[src/rtl/queue_8x8.sv]
// Eight-entry, 8-bit synchronous FIFO with occupancy count and full flag.
// Enqueues to a full queue are dropped unless a dequeue frees a slot on the same edge.
module queue_8x8 (
   input  logic       clock_10,
   input  logic       reset,
   input  logic [7:0] data_in,
   input  logic       enq_in,
   input  logic       deq_in,
   output logic [7:0] data_out,
   output logic [3:0] len_out,
   output logic       status_out
);

   logic [7:0] mem_q [8];
   logic [7:0] mem_d [8];
   logic [2:0] wr_ptr_q, wr_ptr_d;
   logic [2:0] rd_ptr_q, rd_ptr_d;
   logic [3:0] count_q, count_d;
   logic [7:0] data_out_q, data_out_d;
   logic       full, empty;
   logic       enq_ok, deq_ok;

   assign full  = (count_q == 4'd8);
   assign empty = (count_q == 4'd0);

   // When full, a simultaneous read frees the slot being written this edge.
   assign enq_ok = enq_in && (!full || deq_in);
   assign deq_ok = deq_in && !empty;

   always_comb begin
      mem_d      = mem_q;
      wr_ptr_d   = wr_ptr_q;
      rd_ptr_d   = rd_ptr_q;
      data_out_d = data_out_q;
      count_d    = count_q;

      if (enq_ok) begin
         mem_d[wr_ptr_q] = data_in;
         wr_ptr_d        = wr_ptr_q + 3'd1;
      end
      if (deq_ok) begin
         data_out_d = mem_q[rd_ptr_q];
         rd_ptr_d   = rd_ptr_q + 3'd1;
      end

      unique case ({enq_ok, deq_ok})
         2'b10:   count_d = count_q + 4'd1;
         2'b01:   count_d = count_q - 4'd1;
         default: count_d = count_q;
      endcase
   end

   always_ff @(posedge clock_10 or negedge reset) begin
      if (!reset) begin
         wr_ptr_q   <= 3'd0;
         rd_ptr_q   <= 3'd0;
         count_q    <= 4'd0;
         data_out_q <= 8'h00;
      end else begin
         wr_ptr_q   <= wr_ptr_d;
         rd_ptr_q   <= rd_ptr_d;
         count_q    <= count_d;
         data_out_q <= data_out_d;
      end
   end

   // Storage needs no reset; pointers and count define what is valid.
   always_ff @(posedge clock_10) begin
      mem_q <= mem_d;
   end

   assign data_out   = data_out_q;
   assign len_out    = count_q;
   assign status_out = full;

endmodule

[config.mk]
export PLATFORM = sky130hd
export DESIGN_NAME = queue_8x8
export DESIGN_NICKNAME = d
export VERILOG_FILES = /design/src/rtl/queue_8x8.sv
export SDC_FILE = /design/constraint.sdc
export NUM_CORES = 1
export LEC_CHECK = 0
export CORE_MARGIN = 5
export CORE_UTILIZATION = 40
export CTS_BUF_LIST = sky130_fd_sc_hd__clkbuf_16
export CTS_CLUSTER_SIZE = 25
export DETAILED_ROUTE_END_ITERATION = 12
export PLACE_DENSITY = 0.64
export SYNTH_ARGS = -nofsm -noshare
export SYNTH_HDL_FRONTEND = slang
export SYNTH_SLANG_ARGS = --single-unit
[constraint.sdc]
create_clock -name clock_10 -period 2.27 [get_ports clock_10]
set_input_delay 0.681 -clock clock_10 [delete_from_list [all_inputs] [get_ports clock_10]]
set_output_delay 0.681 -clock clock_10 [all_outputs]
set_load 0.005 [all_outputs]
==> out/qor.json, run 1 <==
{
  "tightest_slew_margin_relative_to_the_limit": {"value": 55.7, "unit": "%"},
  "first_pass_grt_wire_length": {"value": 9600, "unit": "µm"},
  "ys_dominant_reg_cell": {"value": "sky130_fd_sc_hd__edfxtp_1"},
  "drtAntennaViolNets": {"value": 0},
  "placement.setup.worst_slack": {"value": -0.297, "unit": "ns"},
  "floorplan.die_area": {"value": 10400, "unit": "µm²"},
  "critPathKind": {"value": "primary input to flop"},
  "reg2regPathDepth": {"value": 10},
  "tritoncts.num_buffers": {"value": 9},
  "synthesis.yosys.warnings": {"value": 0},
  "worst_margin_slew": {"value": 0.664, "unit": "ns"},
  "number_of_antenna_violations_at_the_first_check_in_global_routing": {"value": 0},
  "drt_first_iter_violations": {"value": 133},
  "clock_period_minus_worst_slack": {"value": 2.25, "unit": "ns"},
  "total_i_o_pin_count": {"value": 25},
  "first_pass_iters": {"value": 4},
  "critical_path.startpoint_type": {"value": "primary input"},
  "critical_path.max_fanout": {"value": 3},
  "finalMaxSlewViolations": {"value": 0},
  "grt_util_all_layers": {"value": 12.6, "unit": "%"},
  "synth.distinct_cells": {"value": 33},
  "clock-root-buffer": {"value": "sky130_fd_sc_hd__clkbuf_16"},
  "worst_min_delay_path_category": {"value": "flop to flop"},
  "clock_sinks": {"value": 82},
  "synth.net_count": {"value": 225},
  "avgSynthCellArea": {"value": 16.2, "unit": "µm²"},
  "average_via_count_per_standard_cell": {"value": 4.98},
  "synthTopCellsByCount": {"value": "sky130_fd_sc_hd__edfxtp_1 (64), sky130_fd_sc_hd__nand2_1 (19), sky130_fd_sc_hd__dfrtp_1 (18), sky130_fd_sc_hd__mux2_2 (17), sky130_fd_sc_hd__mux2i_1 (16)"},
  "post_synth_inst_count": {"value": 208},
  "gp_congestion": {"value": 0.772},
  "post_route_cells_drive_above_1_share": {"value": 25.0, "unit": "%"},
  "cts.htree.levels": {"value": 3},
  "dieHeight": {"value": 102, "unit": "µm"},
  "clock_path_buffers": {"value": 2},
  "worst_skew_pair.late_latency": {"value": 0.33, "unit": "ns"},
  "final.period_utilization": {"value": 98.9, "unit": "%"},
  "area_delta_synth_final": {"value": 26.0, "unit": "%"},
  "grt_start_max_net_pins": {"value": 35},
  "fin_ws": {"value": 0.0248, "unit": "ns"},
  "max_freq": {"value": 445, "unit": "MHz"},
  "worstSetupEndpoint": {"value": "len_out[2]$_DFFE_PN0P_"},
  "cts_tree": {"value": "yes"},
  "worst_setup_path_end_kind": {"value": "flop"},
  "port-buffer-count": {"value": 24},
  "fillers": {"value": 670},
  "power.density": {"value": 1330, "unit": "nW/µm²"},
  "synth_edf_count": {"value": 64},
  "layout.cells.non_filler": {"value": 369},
  "min_from": {"value": "data_out[4]$_DFFE_PN0P_"},
  "setup_viol": {"value": 0},
  "wl": {"value": 5860, "unit": "µm"},
  "vias": {"value": 1837},
  "cp.arrival": {"value": 2.45, "unit": "ns"},
  "antenna-diode-count": {"value": 0},
  "hold_viol": {"value": 0},
  "cap_viol_max_count": {"value": 0},
  "worst-r2r-setup-slack": {"value": 0.03, "unit": "ns"},
  "wire_per_inst": {"value": 15.9, "unit": "µm"},
  "utilization": {"value": 51.7, "unit": "%"},
  "crit_path_start": {"value": "deq_in"},
  "run_status": {"value": "complete, no violations"},
  "seq_area": {"value": 2370, "unit": "µm²"},
  "synth_area_leader_cell": {"value": "sky130_fd_sc_hd__edfxtp_1"},
  "grt_setup_unrepaired": {"value": "true"},
  "regToRegEndpoint": {"value": "len_out[2]$_DFFE_PN0P_"},
  "first_global_vias": {"value": 1867},
  "critical_path_required": {"value": 2.48, "unit": "ns"},
  "synth_top_area_share": {"value": 57.1, "unit": "%"},
  "cts.hold.buffers_added": {"value": 0},
  "multiInputGateArea": {"value": 938, "unit": "µm²"},
  "drt_drc_violations_left": {"value": 0},
  "post_synth_instance_area": {"value": 3370, "unit": "µm²"},
  "p_leak": {"value": 1.57, "unit": "nW"},
  "start_util": {"value": 41.0, "unit": "%"},
  "detailedPlacementHpwl": {"value": 3860, "unit": "µm"},
  "r2r-start": {"value": "len_out[1]$_DFFE_PN0P_"},
  "synth-async-reset-ratio": {"value": 22.0, "unit": "%"},
  "ys_ff_latch": {"value": 82},
  "ir_worst_vdd": {"value": 486, "unit": "µV"},
  "core": {"value": 8220, "unit": "µm²"},
  "fin_nets": {"value": 276},
  "clkTransAtPathRegs": {"value": 0.06, "unit": "ns"},
  "synth.yosys.seq_area_share": {"value": 70.4, "unit": "%"},
  "netlist_top_cells_area": {"value": "sky130_fd_sc_hd__edfxtp_1 (57%), sky130_fd_sc_hd__dfrtp_1 (13%), sky130_fd_sc_hd__mux2_2 (5.7%)"},
  "placementRows": {"value": 33},
  "skew": {"value": 0.00527, "unit": "ns"},
  "yosys.cell_count.top_type": {"value": "sky130_fd_sc_hd__edfxtp_1"},
  "placed_cells_incl_taps": {"value": 350},
  "die_x": {"value": 102, "unit": "µm"},
  "gr-total-overflow": {"value": 0}
}
## registers in the layout, summed over array words and instances, names as in the netlist
register,count
mem_q,64
rd_ptr_q,3
data_out,8
wr_ptr_q,3
len_out,4
## where the power goes
| part | total (mW) | switching [mW] | internal (mW) |
|---|---|---|---|
| clock network | 1.70 | 0.525 | 1.18 |
| logic | 1.81 | 0.856 | 0.952 |
| registers | 2.14 | 0.172 | 1.97 |
| total | 5.65 | 1.55 | 4.10 |
## cells in the final DEF (no fill, tap or decap), types with 2 or more instances in the layout
cell	count
sky130_fd_sc_hd__edfxtp_1	64
sky130_fd_sc_hd__clkdlybuf4s50_1	23
sky130_fd_sc_hd__buf_4	22
sky130_fd_sc_hd__nand2_1	19
sky130_fd_sc_hd__mux2_2	17
sky130_fd_sc_hd__dfrtp_1	17
sky130_fd_sc_hd__mux2i_1	16
sky130_fd_sc_hd__o22ai_1	9
sky130_fd_sc_hd__clkbuf_16	9
sky130_fd_sc_hd__a221o_1	8
sky130_fd_sc_hd__o21ai_1	8
sky130_fd_sc_hd__xnor2_1	6
sky130_fd_sc_hd__nor2_1	5
sky130_fd_sc_hd__nand2b_1	4
sky130_fd_sc_hd__nor3_1	4
sky130_fd_sc_hd__bufinv_16	4
sky130_fd_sc_hd__inv_1	3
sky130_fd_sc_hd__ha_1	3
sky130_fd_sc_hd__xor2_1	2
## kinds of logic (layout without fill, tap and decap cells)
group,count (synthesis),in the layout,share of synthesized area (%)
xor+xnor,9,9,2.34
simple gates,39,39,5.68
compound gates,30,30,6.61
mux,33,33,10.4
flops,82,82,70.4
buf+inv,10,66,2.64
fa+ha+maj,5,5,1.86
## timing repair
action	CTS	global route
hold endpoints to repair	0	0
gates resized for setup	1	3
pin swaps	0	3
endpoints found under the setup margin	1	2
buffers inserted	2	1
## worst min path at each step
| stage | cells after the start | to | slack [ns] |
|---|---|---|---|
| finish | 2 | data_out[4]$_DFFE_PN0P_ | 0.48 |
| global route | 2 | data_out[5]$_DFFE_PN0P_ | 0.50 |
| CTS | 2 | data_out[4]$_DFFE_PN0P_ | 0.49 |
| detailed placement | 2 | data_out[4]$_DFFE_PN0P_ | 0.48 |
| global placement | 2 | data_out[6]$_DFFE_PN0P_ | 0.47 |
| floorplan | 0 | data_out[0]$_DFFE_PN0P_ | 0.39 |
## layout make-up
type                    count  share of cell area (%)
multi-input cells         116                    22.1
clock buffers               9                    5.31
inverters                   3                   0.383
clock inverters             7                    3.18
well taps                 105                    3.09
flip-flops and latches     82                    55.9
repair buffers             47                    10.0
## worst max-delay path, cell delays in order
cell,delay [ns]
sky130_fd_sc_hd__clkdlybuf4s50_1,0.55
sky130_fd_sc_hd__o21a_4,0.18
sky130_fd_sc_hd__clkinv_4,0.06
sky130_fd_sc_hd__ha_4,0.17
sky130_fd_sc_hd__xor2_2,0.14
sky130_fd_sc_hd__ha_2,0.18
sky130_fd_sc_hd__a21oi_2,0.12
sky130_fd_sc_hd__xor2_1,0.16
sky130_fd_sc_hd__nor2_1,0.07
sky130_fd_sc_hd__xor2_1,0.14
## through the flow
stage          instance area, µm²  hold slack, ns  TNS (ns)  power (mW)
2_1_floorplan                3390           0.385         0        3.33
3_3_place_gp                 3850           0.468     -2.22        3.93
3_5_place_dp                 3850           0.475     -3.10        3.96
4_1_cts                      4230           0.488         0        5.70
5_1_grt                      4250           0.505   -0.0812        6.00
6_report                     4250           0.478         0        5.65
## layer usage
layer	up-vias	track usage (%)	wire length, µm
met1	894	17.5	2720
met2	34	19.2	2790
li1	901	-	-
met5	-	0	0
met4	0	4.91	87
met3	8	3.10	259
(Power assumes the default switching activity.)
==> run 2, diff against run 1 <==
GPL_ROUTABILITY_DRIVEN = 0   (was unset)
==> results of run 2 <==
The final DEF is identical to that of run 1; final timing and power are the same.
==> run 3, diff against run 2 <==
DONT_BUFFER_PORTS = 1   (was unset)
HOLD_SLACK_MARGIN = 0.08   (was unset)
PLACE_DENSITY = 0.6   (was 0.64)
SLEW_MARGIN = 0   (was unset)
==> run 3 against run 2 <==
  * The run now ends with setup timing left
  * Clock power shrank 15%
  * Total power down 8.3%
  * Global-route usage rose by 0.62 points
  * Cell count shrank 7.6%
  * Largest cell class unchanged
  * Die area did not move
  * Hold slack got worse by 0.040 ns
  * Non-clock buffer count down 28
  * Via count fell by 3.8%
==> out/qor.json, run 3 (synthesized netlist as in run 1, its figures left out) <==
{
  "hold_viol": {"value": 0},
  "gr-total-overflow": {"value": 0},
  "dieHeight": {"value": 102, "unit": "µm"},
  "finalMaxSlewViolations": {"value": 0},
  "port-buffer-count": {"value": 0},
  "wl": {"value": 6360, "unit": "µm"},
  "seq_power_share": {"value": 42.0, "unit": "%"},
  "first_pass_iters": {"value": 4},
  "pwr-share-comb": {"value": 30.1, "unit": "%"},
  "worst_setup_path_end_kind": {"value": "flop"},
  "worst_min_delay_path_category": {"value": "primary input to flop"},
  "post_route_cells_drive_above_1_share": {"value": 27.5, "unit": "%"},
  "placed_cells_incl_taps": {"value": 322},
  "p_int": {"value": 3.58, "unit": "mW"},
  "cap_viol_max_count": {"value": 0},
  "critical_path_required": {"value": 2.52, "unit": "ns"},
  "critical_path.slowest_cell": {"value": "sky130_fd_sc_hd__or4b_4"},
  "final.period_utilization": {"value": 101, "unit": "%"},
  "p_leak": {"value": 1.42, "unit": "nW"},
  "cp.arrival": {"value": 2.54, "unit": "ns"},
  "worst_margin_slew": {"value": 0.866, "unit": "ns"},
  "drt_first_iter_violations": {"value": 73},
  "finalPower": {"value": 5.18, "unit": "mW"},
  "grt_setup_unrepaired": {"value": "true"},
  "cp_cell_sequence": {"value": "or4b_4 > o21a_4 > clkinv_4 > ha_4 > xor2_2 > ha_2 > a21oi_2 > xor2_1 > nor2_1 > xor2_1"},
  "grt_start_max_net_pins": {"value": 35},
  "start_util": {"value": 41.0, "unit": "%"},
  "clock-root-buffer": {"value": "sky130_fd_sc_hd__clkbuf_16"},
  "setup_viol": {"value": 1},
  "skew": {"value": 0.0107, "unit": "ns"},
  "power.density": {"value": 1320, "unit": "nW/µm²"},
  "drt_drc_violations_left": {"value": 0},
  "area_delta_synth_final": {"value": 16.8, "unit": "%"},
  "tritoncts.num_buffers": {"value": 9},
  "first_pass_grt_wire_length": {"value": 9630, "unit": "µm"},
  "critPathKind": {"value": "flop to flop"},
  "antenna-diode-count": {"value": 0},
  "largest_register_ff_count": {"value": 64},
  "critical_path.startpoint_type": {"value": "flop"},
  "clock_sinks": {"value": 82},
  "core": {"value": 8220, "unit": "µm²"},
  "fillers": {"value": 684},
  "largest-register": {"value": "mem_q"},
  "vias": {"value": 1767},
  "cts.htree.levels": {"value": 3},
  "clock_period_minus_worst_slack": {"value": 2.29, "unit": "ns"},
  "grt_util_all_layers": {"value": 13.2, "unit": "%"},
  "power_switching_share": {"value": 30.9, "unit": "%"},
  "drtAntennaViolNets": {"value": 0},
  "floorplan.die_area": {"value": 10400, "unit": "µm²"},
  "critical_path.top_delay_family": {"value": "simple AND/OR/NAND/NOR gates"},
  "power.share.clock": {"value": 27.9, "unit": "%"},
  "placementRows": {"value": 33},
  "worst_skew_pair.late_latency": {"value": 0.33, "unit": "ns"},
  "total_i_o_pin_count": {"value": 25},
  "failed_checks": {"value": "setup timing"},
  "first_global_vias": {"value": 1753},
  "cp_common_cell": {"value": "sky130_fd_sc_hd__xor2_1"},
  "final_cell_mix": {"value": "sky130_fd_sc_hd__edfxtp_1 (64), sky130_fd_sc_hd__nand2_1 (19), sky130_fd_sc_hd__mux2_2 (17), sky130_fd_sc_hd__dfrtp_1 (17), sky130_fd_sc_hd__buf_4 (17)"},
  "number_of_antenna_violations_at_the_first_check_in_global_routing": {"value": 0},
  "detailedPlacementHpwl": {"value": 3870, "unit": "µm"},
  "mostFrequentLayoutCell": {"value": "sky130_fd_sc_hd__edfxtp_1"},
  "tightest_slew_margin_relative_to_the_limit": {"value": 42.1, "unit": "%"},
  "average_via_count_per_standard_cell": {"value": 5.18},
  "timing.hold.ws": {"value": 0.438, "unit": "ns"},
  "fin_ws": {"value": -0.0169, "unit": "ns"},
  "cts_tree": {"value": "yes"},
  "run_status": {"value": "complete, but fails checks"},
  "power.switching": {"value": 1.60, "unit": "mW"},
  "clkTransAtPathRegs": {"value": 0.06, "unit": "ns"},
  "layout.cells.non_filler": {"value": 341},
  "wire_per_inst": {"value": 18.7, "unit": "µm"},
  "fin_tns_setup": {"value": -0.0169, "unit": "ns"},
  "max_freq": {"value": 437, "unit": "MHz"},
  "critPathMaxStageDelay": {"value": 0.53, "unit": "ns"},
  "path_buf_inv": {"value": 1},
  "ir_worst_vdd": {"value": 447, "unit": "µV"},
  "fin_nets": {"value": 248},
  "die_x": {"value": 102, "unit": "µm"},
  "critical_path.max_fanout": {"value": 4},
  "clock_path_buffers": {"value": 2}
}
==> run 3: changes by cell type in the layout (fill, tap and decap cells not counted), moves of 2 or more <==
cell	before	now
sky130_fd_sc_hd__buf_4	22	17
sky130_fd_sc_hd__bufinv_16	4	1
sky130_fd_sc_hd__clkdlybuf4s50_1	23	0
sky130_fd_sc_hd__inv_6	0	2
sky130_fd_sc_hd__inv_1	3	1
==> run 3: per-stage QoR <==
stage / cell area, µm² / util, % / setup WS, ns
6_report: 3930 / 47.9 / -0.0169
4_1_cts: 3900 / 47.4 / -0.000196
2_1_floorplan: 3390 / - / 0.0128
3_3_place_gp: 3590 / 43.7 / 0.0792
3_5_place_dp: 3590 / 43.7 / 0.0118
5_1_grt: 3930 / 47.9 / -0.157
==> run 3: cell type report <==
cell class | count | area, µm² | share of cell area, %
multi-input combinational | 116 | 953 | 24.2
timing repair buffer | 19 | 158 | 4.01
clock inverter | 7 | 75.1 | 1.91
inverter | 3 | 16.3 | 0.414
sequential | 82 | 2370 | 60.4
clock buffer | 9 | 225 | 5.73
tap | 105 | 131 | 3.34
==> run 3: worst reg2reg max path, cell delays in order, from the launching register on <==
cell                       delay [ns]
sky130_fd_sc_hd__dfrtp_2         0.43
sky130_fd_sc_hd__or4b_4          0.53
sky130_fd_sc_hd__o21a_4          0.23
sky130_fd_sc_hd__clkinv_4        0.06
sky130_fd_sc_hd__ha_4            0.15
sky130_fd_sc_hd__xor2_2          0.13
sky130_fd_sc_hd__ha_2            0.18
sky130_fd_sc_hd__a21oi_2         0.03
sky130_fd_sc_hd__xor2_1          0.16
sky130_fd_sc_hd__nor2_1          0.15
sky130_fd_sc_hd__xor2_1          0.16
==> run 3: layer usage <==
layer	up-vias	GRT usage, %	wire length, µm
met5	-	0	0
met4	0	6.44	107
met3	6	3.58	276
met2	36	20.7	3110
met1	883	17.0	2870
li1	842	-	-
==> run 3: power by group through the flow <==
stage	Combinational (mW)	Clock, mW	Sequential [mW]
after floorplan	1.14	0	2.19
final	1.56	1.44	2.18
after global routing	1.71	1.53	2.21
after CTS	1.55	1.48	2.18
after global placement	1.52	0	2.20
after detailed placement	1.54	0	2.21
==> run 3: final timing paths <==
| check | start | to | slack (ns) | depth (start not counted) |
|---|---|---|---|---|
| min in group asynchronous | reset | data_out[4]$_DFFE_PN0P_ | 0.91 | 1 |
| max reg2reg | len_out[1]$_DFFE_PN0P_ | len_out[2]$_DFFE_PN0P_ | -0.02 | 10 |
| min | data_in[3] | mem_q[11]$_DFFE_PP_ | 0.44 | 0 |
| min reg2reg | data_out[3]$_DFFE_PN0P_ | data_out[3]$_DFFE_PN0P_ | 0.51 | 2 |
| max | len_out[1]$_DFFE_PN0P_ | len_out[2]$_DFFE_PN0P_ | -0.02 | 10 |
| max in group asynchronous | reset | len_out[1]$_DFFE_PN0P_ | 0.76 | 1 |
==> run 3: repair_timing <==
action                                 in CTS  in global routing
resized for setup                           0                  4
setup buffers                               0                  2
pin swaps                                   0                  6
setup endpoints to repair                   1                  2
endpoints found under the hold margin      18                  0
hold buffers                                1                  0
